===== src/rtl/cpu_ctrl_seq.sv =====
// cpu_ctrl_seq: FETCH/DECODE/EXEC/HALT control sequencer for the experiment CPU.
// Decodes IR into datapath strobes, stalls memory accesses on a ready handshake,
// and counts retired instructions. Strobes are combinational from the current
// state, IR and handshake inputs, and are forced low while rst_n is low.
module cpu_ctrl_seq #(
    parameter int RAW    = 2,
    parameter int MEM_HS = 1,
    parameter int CNT_W  = 16
) (
    input  logic                 clk,
    input  logic                 rst_n,
    input  logic [4+2*RAW-1:0]   IR,
    input  logic                 gf,
    input  logic                 mem_rdy,
    input  logic                 resume,
    output logic [2:0]           state,
    output logic                 ld_pc,
    output logic                 in_pc,
    output logic                 ram_re,
    output logic                 ram_we,
    output logic                 ld_mar,
    output logic                 ld_dr,
    output logic                 ld_ir,
    output logic                 reg_we,
    output logic                 s0,
    output logic                 au_en,
    output logic                 g_en,
    output logic                 in_en,
    output logic                 out_en,
    output logic                 sm_en,
    output logic [1:0]           s,
    output logic [RAW-1:0]       SR,
    output logic [RAW-1:0]       DR,
    output logic [3:0]           ac,
    output logic                 halted,
    output logic [CNT_W-1:0]     retired
);

    localparam int IW = 4 + 2*RAW;

    localparam logic [3:0] OP_ADD  = 4'b1000;
    localparam logic [3:0] OP_SUB  = 4'b1001;
    localparam logic [3:0] OP_JMP  = 4'b1010;
    localparam logic [3:0] OP_JG   = 4'b1011;
    localparam logic [3:0] OP_MOVA = 4'b0100;
    localparam logic [3:0] OP_MOVB = 4'b0101;
    localparam logic [3:0] OP_MOVC = 4'b0110;
    localparam logic [3:0] OP_MOVD = 4'b0111;
    localparam logic [3:0] OP_MOVI = 4'b1110;
    localparam logic [3:0] OP_IN   = 4'b1100;
    localparam logic [3:0] OP_OUT  = 4'b1101;
    localparam logic [3:0] OP_HALT = 4'b1111;

    typedef enum logic [2:0] {
        ST_FETCH  = 3'd0,
        ST_DECODE = 3'd1,
        ST_EXEC   = 3'd2,
        ST_HALT   = 3'd3
    } state_t;

    state_t             state_q, state_d;
    logic [CNT_W-1:0]   retired_q, retired_d;

    logic [3:0]         op_s;
    logic [RAW-1:0]     rd_s, rs_s;
    logic               rdy_s, is_jump_s, mem_op_s, valid_op_s, retire_s;

    logic               ld_pc_s, in_pc_s, ram_re_s, ram_we_s, ld_mar_s, ld_dr_s, ld_ir_s;
    logic               reg_we_s, s0_s, au_en_s, g_en_s, in_en_s, out_en_s, sm_en_s, halted_s;
    logic [1:0]         s_s;
    logic [3:0]         ac_s;
    logic [RAW-1:0]     sr_s, dr_s;

    assign op_s       = IR[IW-1:IW-4];
    assign rd_s       = IR[2*RAW-1:RAW];
    assign rs_s       = IR[RAW-1:0];
    // Without the handshake every access completes in its first cycle.
    assign rdy_s      = (MEM_HS == 0) ? 1'b1 : mem_rdy;
    assign is_jump_s  = (op_s == OP_JMP) || (op_s == OP_JG);
    assign mem_op_s   = (op_s == OP_MOVI) || (op_s == OP_MOVC) || (op_s == OP_MOVB);
    // Opcodes 0000..0011 are the only undefined ones; they execute as NOPs.
    assign valid_op_s = op_s[3] | op_s[2];

    // State register and retired-instruction counter, reset synchronously.
    always_ff @(posedge clk) begin
        if (!rst_n) begin
            state_q   <= ST_FETCH;
            retired_q <= {CNT_W{1'b0}};
        end else begin
            state_q   <= state_d;
            retired_q <= retired_d;
        end
    end

    // Counter next value: one step per completed EXEC, wrapping naturally.
    always_comb begin
        retired_d = retired_q;
        if (retire_s) begin
            retired_d = retired_q + CNT_W'(1'b1);
        end else begin
            retired_d = retired_q;
        end
    end

    // Destination register select, decoded the same way in every state.
    always_comb begin
        dr_s = rd_s;
        case (op_s)
            OP_MOVI: dr_s = {RAW{1'b0}};
            OP_MOVD: dr_s = {RAW{1'b1}};
            default: dr_s = rd_s;
        endcase
    end

    // Next-state and raw strobe decode; commit strobes only on access completion.
    always_comb begin
        state_d  = state_q;
        retire_s = 1'b0;
        ld_pc_s  = 1'b0;
        in_pc_s  = 1'b0;
        ram_re_s = 1'b0;
        ram_we_s = 1'b0;
        ld_mar_s = 1'b0;
        ld_dr_s  = 1'b0;
        ld_ir_s  = 1'b0;
        reg_we_s = 1'b0;
        s0_s     = 1'b0;
        au_en_s  = 1'b0;
        g_en_s   = 1'b0;
        in_en_s  = 1'b0;
        out_en_s = 1'b0;
        sm_en_s  = 1'b1;
        halted_s = 1'b0;
        s_s      = 2'b00;
        ac_s     = 4'b0000;
        sr_s     = rs_s;
        case (state_q)
            ST_FETCH: begin
                ld_mar_s = 1'b1;
                ram_re_s = 1'b1;
                if (rdy_s) begin
                    ld_ir_s = 1'b1;
                    in_pc_s = 1'b1;
                    if (is_jump_s) begin
                        state_d = ST_DECODE;
                    end else begin
                        state_d = ST_EXEC;
                    end
                end else begin
                    state_d = ST_FETCH;
                end
            end
            ST_DECODE: begin
                ld_dr_s = 1'b1;
                sr_s    = {RAW{1'b1}};
                state_d = ST_EXEC;
            end
            ST_EXEC: begin
                ac_s    = 4'b0100;
                ld_dr_s = valid_op_s;
                s0_s    = valid_op_s;
                if (is_jump_s) begin
                    sr_s = {RAW{1'b1}};
                end else begin
                    sr_s = rs_s;
                end
                case (op_s)
                    OP_ADD:  begin au_en_s = 1'b1; ac_s = 4'b1000; reg_we_s = 1'b1; end
                    OP_SUB:  begin au_en_s = 1'b1; ac_s = 4'b1001; g_en_s = 1'b1; reg_we_s = 1'b1; end
                    OP_JMP:  ld_pc_s = 1'b1;
                    OP_JG:   ld_pc_s = gf;
                    OP_MOVA: begin au_en_s = 1'b1; reg_we_s = 1'b1; end
                    OP_MOVB: begin au_en_s = 1'b1; ram_we_s = 1'b1; s_s = 2'b10; end
                    OP_MOVC: begin ram_re_s = 1'b1; s_s = 2'b01; reg_we_s = rdy_s; end
                    OP_MOVD: begin s0_s = 1'b0; reg_we_s = 1'b1; end
                    OP_MOVI: begin ram_re_s = 1'b1; in_pc_s = rdy_s; reg_we_s = rdy_s; end
                    OP_IN:   begin in_en_s = 1'b1; reg_we_s = 1'b1; end
                    OP_OUT:  begin au_en_s = 1'b1; out_en_s = 1'b1; end
                    OP_HALT: ld_pc_s = 1'b0;
                    default: ld_pc_s = 1'b0;
                endcase
                if (mem_op_s && !rdy_s) begin
                    state_d = ST_EXEC;
                end else if (op_s == OP_HALT) begin
                    state_d  = ST_HALT;
                    retire_s = 1'b1;
                end else begin
                    state_d  = ST_FETCH;
                    retire_s = 1'b1;
                end
            end
            ST_HALT: begin
                sm_en_s  = 1'b0;
                halted_s = 1'b1;
                if (resume) begin
                    state_d = ST_FETCH;
                end else begin
                    state_d = ST_HALT;
                end
            end
            default: begin
                state_d = ST_FETCH;
            end
        endcase
    end

    // Output stage: while rst_n is low every strobe is held at zero.
    always_comb begin
        state   = state_q;
        retired = retired_q;
        SR      = sr_s;
        DR      = dr_s;
        if (!rst_n) begin
            ld_pc  = 1'b0; in_pc  = 1'b0; ram_re = 1'b0; ram_we = 1'b0;
            ld_mar = 1'b0; ld_dr  = 1'b0; ld_ir  = 1'b0; reg_we = 1'b0;
            s0     = 1'b0; au_en  = 1'b0; g_en   = 1'b0; in_en  = 1'b0;
            out_en = 1'b0; sm_en  = 1'b0; halted = 1'b0;
            s      = 2'b00;
            ac     = 4'b0000;
        end else begin
            ld_pc  = ld_pc_s;  in_pc  = in_pc_s;  ram_re = ram_re_s; ram_we = ram_we_s;
            ld_mar = ld_mar_s; ld_dr  = ld_dr_s;  ld_ir  = ld_ir_s;  reg_we = reg_we_s;
            s0     = s0_s;     au_en  = au_en_s;  g_en   = g_en_s;   in_en  = in_en_s;
            out_en = out_en_s; sm_en  = sm_en_s;  halted = halted_s;
            s      = s_s;
            ac     = ac_s;
        end
    end

endmodule


===== config.mk =====
export PLATFORM = sky130hd
export DESIGN_NAME = cpu_ctrl_seq
export DESIGN_NICKNAME = d
export VERILOG_FILES = /design/src/rtl/cpu_ctrl_seq.sv
export SDC_FILE = /design/constraint.sdc
export NUM_CORES = 1
export LEC_CHECK = 0
export BUFFER_PORTS_ARGS = -buffer_cell sky130_fd_sc_hd__buf_2
export CAP_MARGIN = 20
export CORE_MARGIN = 2
export CORE_UTILIZATION = 49
export CTS_CLUSTER_SIZE = 20
export DETAILED_ROUTE_END_ITERATION = 8
export PLACE_DENSITY = 0.81
export SYNTH_ARGS = -nofsm -noshare
export SYNTH_HDL_FRONTEND = slang
export SYNTH_SLANG_ARGS = --single-unit

===== constraint.sdc =====
create_clock -name clk -period 3.1 [get_ports clk]
set_clock_uncertainty 0.05 [all_clocks]
set_input_delay 0.465 -clock clk [delete_from_list [all_inputs] [get_ports clk]]
set_output_delay 0.465 -clock clk [all_outputs]
set_load 0.01 [all_outputs]

# Word level (Yosys, flattened, before mapping)
# Cells that the tools add are included.
# totals
regBits,19
in_bits,13
output_inout_bits,44
wordCells,86
# classes
n_addsub,1
eq_ne,15
muxes,58
n_bitwise,1
n_reduce_logical,9
# ops
op,n
$mux W1,38
$eq A4 B4 Y1 const B,8
$add A16 B1 Y16 const B,1
$eq A4 B3 Y1 const B,4
$mux W2,7
$pmux W2 S2,3
$pmux W3 S4,1
$pmux W1 S2,5
$reduce_or A5 Y1,2
$mux W4,2
$pmux W4 S2,1
$eq A3 B2 Y1 const B,2
$eq A3 B1 Y1 const B,1
$logic_not A3 Y1,1
$logic_or A1 B1 Y1,3
$mux W3,1
$reduce_or A2 Y1,1
$logic_and A1 B1 Y1,1
$logic_not A1 Y1,1
$or A1 B1 Y1,1

# Longest topological paths before layout
# logic_depth
depth_word,6
depth_mapped,7

# Worst setup path before layout
# No wires, ideal clock.
# synth_timing
path_type,register to output
startpoint,reg state_q[0] (netlist: state[0])
endpoint,out ac[0]
t_arrival_ns,1.847
t_required_ns,2.585
path_slack_ns,0.738
stages_incl_launch_ff,8
path_buffers,3
path_cell_list,dfxtp_1 inv_1 ha_1 clkbuf_1 nand2_1 clkbuf_1 nor4_1 buf_4
# synth_between
elab_chain_len,3
# synth_rtl
item,line_no,text
"start, declared",61,"state_t state_q, state_d;"
"start signal, assigned",90,state_q <= state_d;
$eq A3 B2 Y1,137,case (state_q)
$mux W4,137,
$mux W4,213,if (!rst_n) begin
"end, declared",34,"output logic [3:0] ac,"
# Every way passes these cells.

# Worst setup path after layout
# layout_timing
startpoint,reg state_q[0] (netlist: state[0])
endpoint,out out_en
# layout_between
elab_chain_len,3
# layout_rtl
item,line_no,text
$eq A3 B2 Y1,137,
$mux W1,137,
$mux W1,213,
"end, declared",29,"output logic out_en,"
# Every way passes these cells.

==> impl_metrics.py <==
metrics = {
    "route": {
        "drtAntennaViolNets": 0,
        "drc": 0,
        "wl_mm": 3.16,
        "dr_total_vias": 1477,
        "drtPass1Iterations": 4,
        "wire_per_inst_um": 12.2,
        "drtIter0Drc": 104,
        "viasPerCell": 5.68,
    },
    "setup_path": {
        "worstPathRequired_ns": 2.58,
        "rr_startpoint": "state[0]",
        "cp_data_arrival_time_ns": 1.93,
        "reg2reg_depth": 5,
        "end_kind": "output port",
        "endpoint": "out_en",
        "start_kind": "register",
        "regToRegEndpoint": "retired[15]",
        "critPathKind": "reg2out",
        "crit_start": "state[0]",
        "cp_max_fo": 12,
        "reg2reg_slack_ns": 1.21,
    },
    "sta": {
        "period_needed_ns": 2.44,
        "fmax_mhz": 409,
        "rsz0062_at_grt": "false",
        "fin_crit_sh": 0.788,
        "holdWs_ns": 0.422,
        "finalMaxSlewViolations": 0,
        "setup_viol": 0,
        "fin_ws_ns": 0.656,
        "final-hold-violation-count": 0,
        "setup_tns_ns": 0,
    },
    "clock_tree": {
        "cts_resized": 0,
        "post_cts_buffers": 0,
        "cts_max_level": 1,
        "cts.clk_slew.worst_paths_ns": 0.09,
        "clock_latency_ns": 0.30,
        "hold_buffers": 0,
        "clock_path_buffers": 2,
        "cts-buffers-inserted": 3,
        "cts_tree": "yes",
        "cts_num_sinks": 18,
        "clk_root_buffer_cell": "clkbuf_4",
    },
    "layout": {
        "fin_nets": 248,
        "syn2layout_area_growth_pct": 20.2,
        "diodes": 0,
        "drive_above_1_share": 0.266,
        "final_util": 0.610,
        "final_area_um2": 1650,
        "regArea_um2": 360,
        "multi_input_area_um2": 906,
        "fillers": 259,
    },
    "floorplan": {
        "die_x_um": 57.0,
        "die-area_um2": 3250,
        "fp.dieH_um": 57.0,
        "pin_count": 57,
        "fp-row-count": 19,
        "fp.coreArea_um2": 2710,
        "initial_utilization": 0.507,
    },
    "placed_design": {
        "dp_hpwl_mm": 2.42,
        "gp_congestion": 0.861,
        "post-place-ws_ns": 0.977,
        "place_area_um2": 1620,
        "numPortBuffers": 54,
    },
    "grt": {
        "globalRoute.totalOverflow": 0,
        "grt_pass1_vias": 1226,
        "grt_pass1_wl_mm": 5.34,
        "grt_max_degree": 27,
        "antenna_found_initial": 0,
        "grtUsageTotal": 0.197,
    },
    "power_and_ir_drop": {
        "combPwrFrac": 0.221,
        "switchingPower_uw": 143,
        "p_int_uw": 348,
        "power_density_nw_per_um2": 297,
        "power.share.sequential": 0.486,
        "p_sw_frac": 0.292,
        "ir_drop_uv": 283,
        "pwr-share-clk": 0.293,
        "leakagePower_uw": 0.000743,
    },
    "yosys": {
        "synth_seq_cells": 18,
        "syn_area_per_cell_um2": 7.51,
        "synth_top_flop_cell": "dfxtp_1",
        "synth_area_um2": 1380,
        "ys_warn_count": 0,
        "synth_top_cell_by_area": "dfxtp_1",
        "synth_edf_count": 0,
        "ys_types": 43,
        "yosysMostFrequentCell": "nand2_1",
        "ys_seq_area_frac": 0.262,
        "synth_cells": 183,
        "ys_top_cells_by_area": "dfxtp_1, nand2b_1, nand2_1, a21oi_1, ha_1",
        "synth_common_cells": "nand2_1, dfxtp_1, nand2b_1, a21oi_1, nor2_1",
        "synth_top_area_frac": 0.262,
        "async_reset_ff_frac": 0,
    },
    "run_status": {
        "outcome": "complete, no violations",
    },
    "min_path": {
        "min-delay-path-class": "in2reg",
    },
    "run": {
        "maxCapViolCount": 0,
    },
}
## layout make-up
class	count	area share
Clock buffer	4	0.0220
Inverter	9	0.0204
Multi-Input combinational cell	143	0.548
Sequential cell	18	0.218
Tap cell	31	0.0235
Timing Repair Buffer	55	0.168
## layer usage
layer  up-vias  share of wire  global-route usage
met5         -              0                   0
met4         0         0.0025              0.0664
met3         2          0.086              0.0317
met2        63           0.44               0.287
met1       647           0.47               0.295
li1        765              -                   -
## worst min path at each step
stage	start	to	slack (ns)	depth (start not counted)
2_1_floorplan	retired[15]	retired[15]	0.44	2
3_3_place_gp	retired[15]	retired[15]	0.41	2
3_5_place_dp	retired[15]	retired[15]	0.43	2
4_1_cts	resume	state[0]	0.42	3
5_1_grt	resume	state[0]	0.42	3
6_report	resume	state[0]	0.42	3
## metrics by stage
step,std cells,power (uW)
5_1_grt,260,519
6_report,260,491
2_1_floorplan,184,318
3_3_place_gp,256,352
4_1_cts,260,495
3_5_place_dp,256,352
## placed cells by master (no fill, tap or decap), types with 2 or more instances in the layout
cell,count
nor3_1,6
a31oi_1,3
o21ai_0,9
o31ai_1,2
nand2b_1,14
and4_1,2
and3_1,2
a21oi_1,13
nor2_1,11
nand3_1,6
buf_2,54
o21ai_1,2
clkbuf_4,3
o41ai_1,4
inv_1,9
mux2i_1,6
conb_1,2
ha_1,5
dfxtp_1,18
or4_1,2
nand2_1,21
nand4_1,4
nor4_1,5
o311ai_0,3
or3_1,5
## sequential cells by signal, indices dropped and copies added (netlist names)
| signal | flops |
|---|---|
| retired | 16 |
| state | 2 |
## worst max-delay path, stage by stage, from the launching register on
cell	delay (ns)
dfxtp_1	0.34
inv_1	0.08
ha_1	0.37
nand2_1	0.31
nor4_1	0.34
buf_2	0.19
## power by group through the flow
stage | Sequential (uW) | Clock (uW) | Combinational [uW]
after floorplan | 245 | 0 | 73.1
final | 238 | 144 | 109
after CTS | 239 | 147 | 109
after global routing | 239 | 158 | 122
after detailed placement | 244 | 0 | 108
after global placement | 244 | 0 | 108
## logic make-up (layout without fill, tap and decap cells)
| kind of cell | Yosys count | after routing | share of synthesized area |
|---|---|---|---|
| buffers and inverters | 23 | 68 | 0.0819 |
| other | 1 | 2 | 0.00273 |
| and+or+nand+nor | 86 | 86 | 0.342 |
| DFF | 18 | 18 | 0.262 |
| muxes | 6 | 6 | 0.0437 |
| xor gates and xnor gates | 1 | 1 | 0.00637 |
| adders and majority gates | 5 | 5 | 0.0455 |
| AOI/OAI and AO/OA | 43 | 43 | 0.216 |
Power figures use the tool's default switching activity.
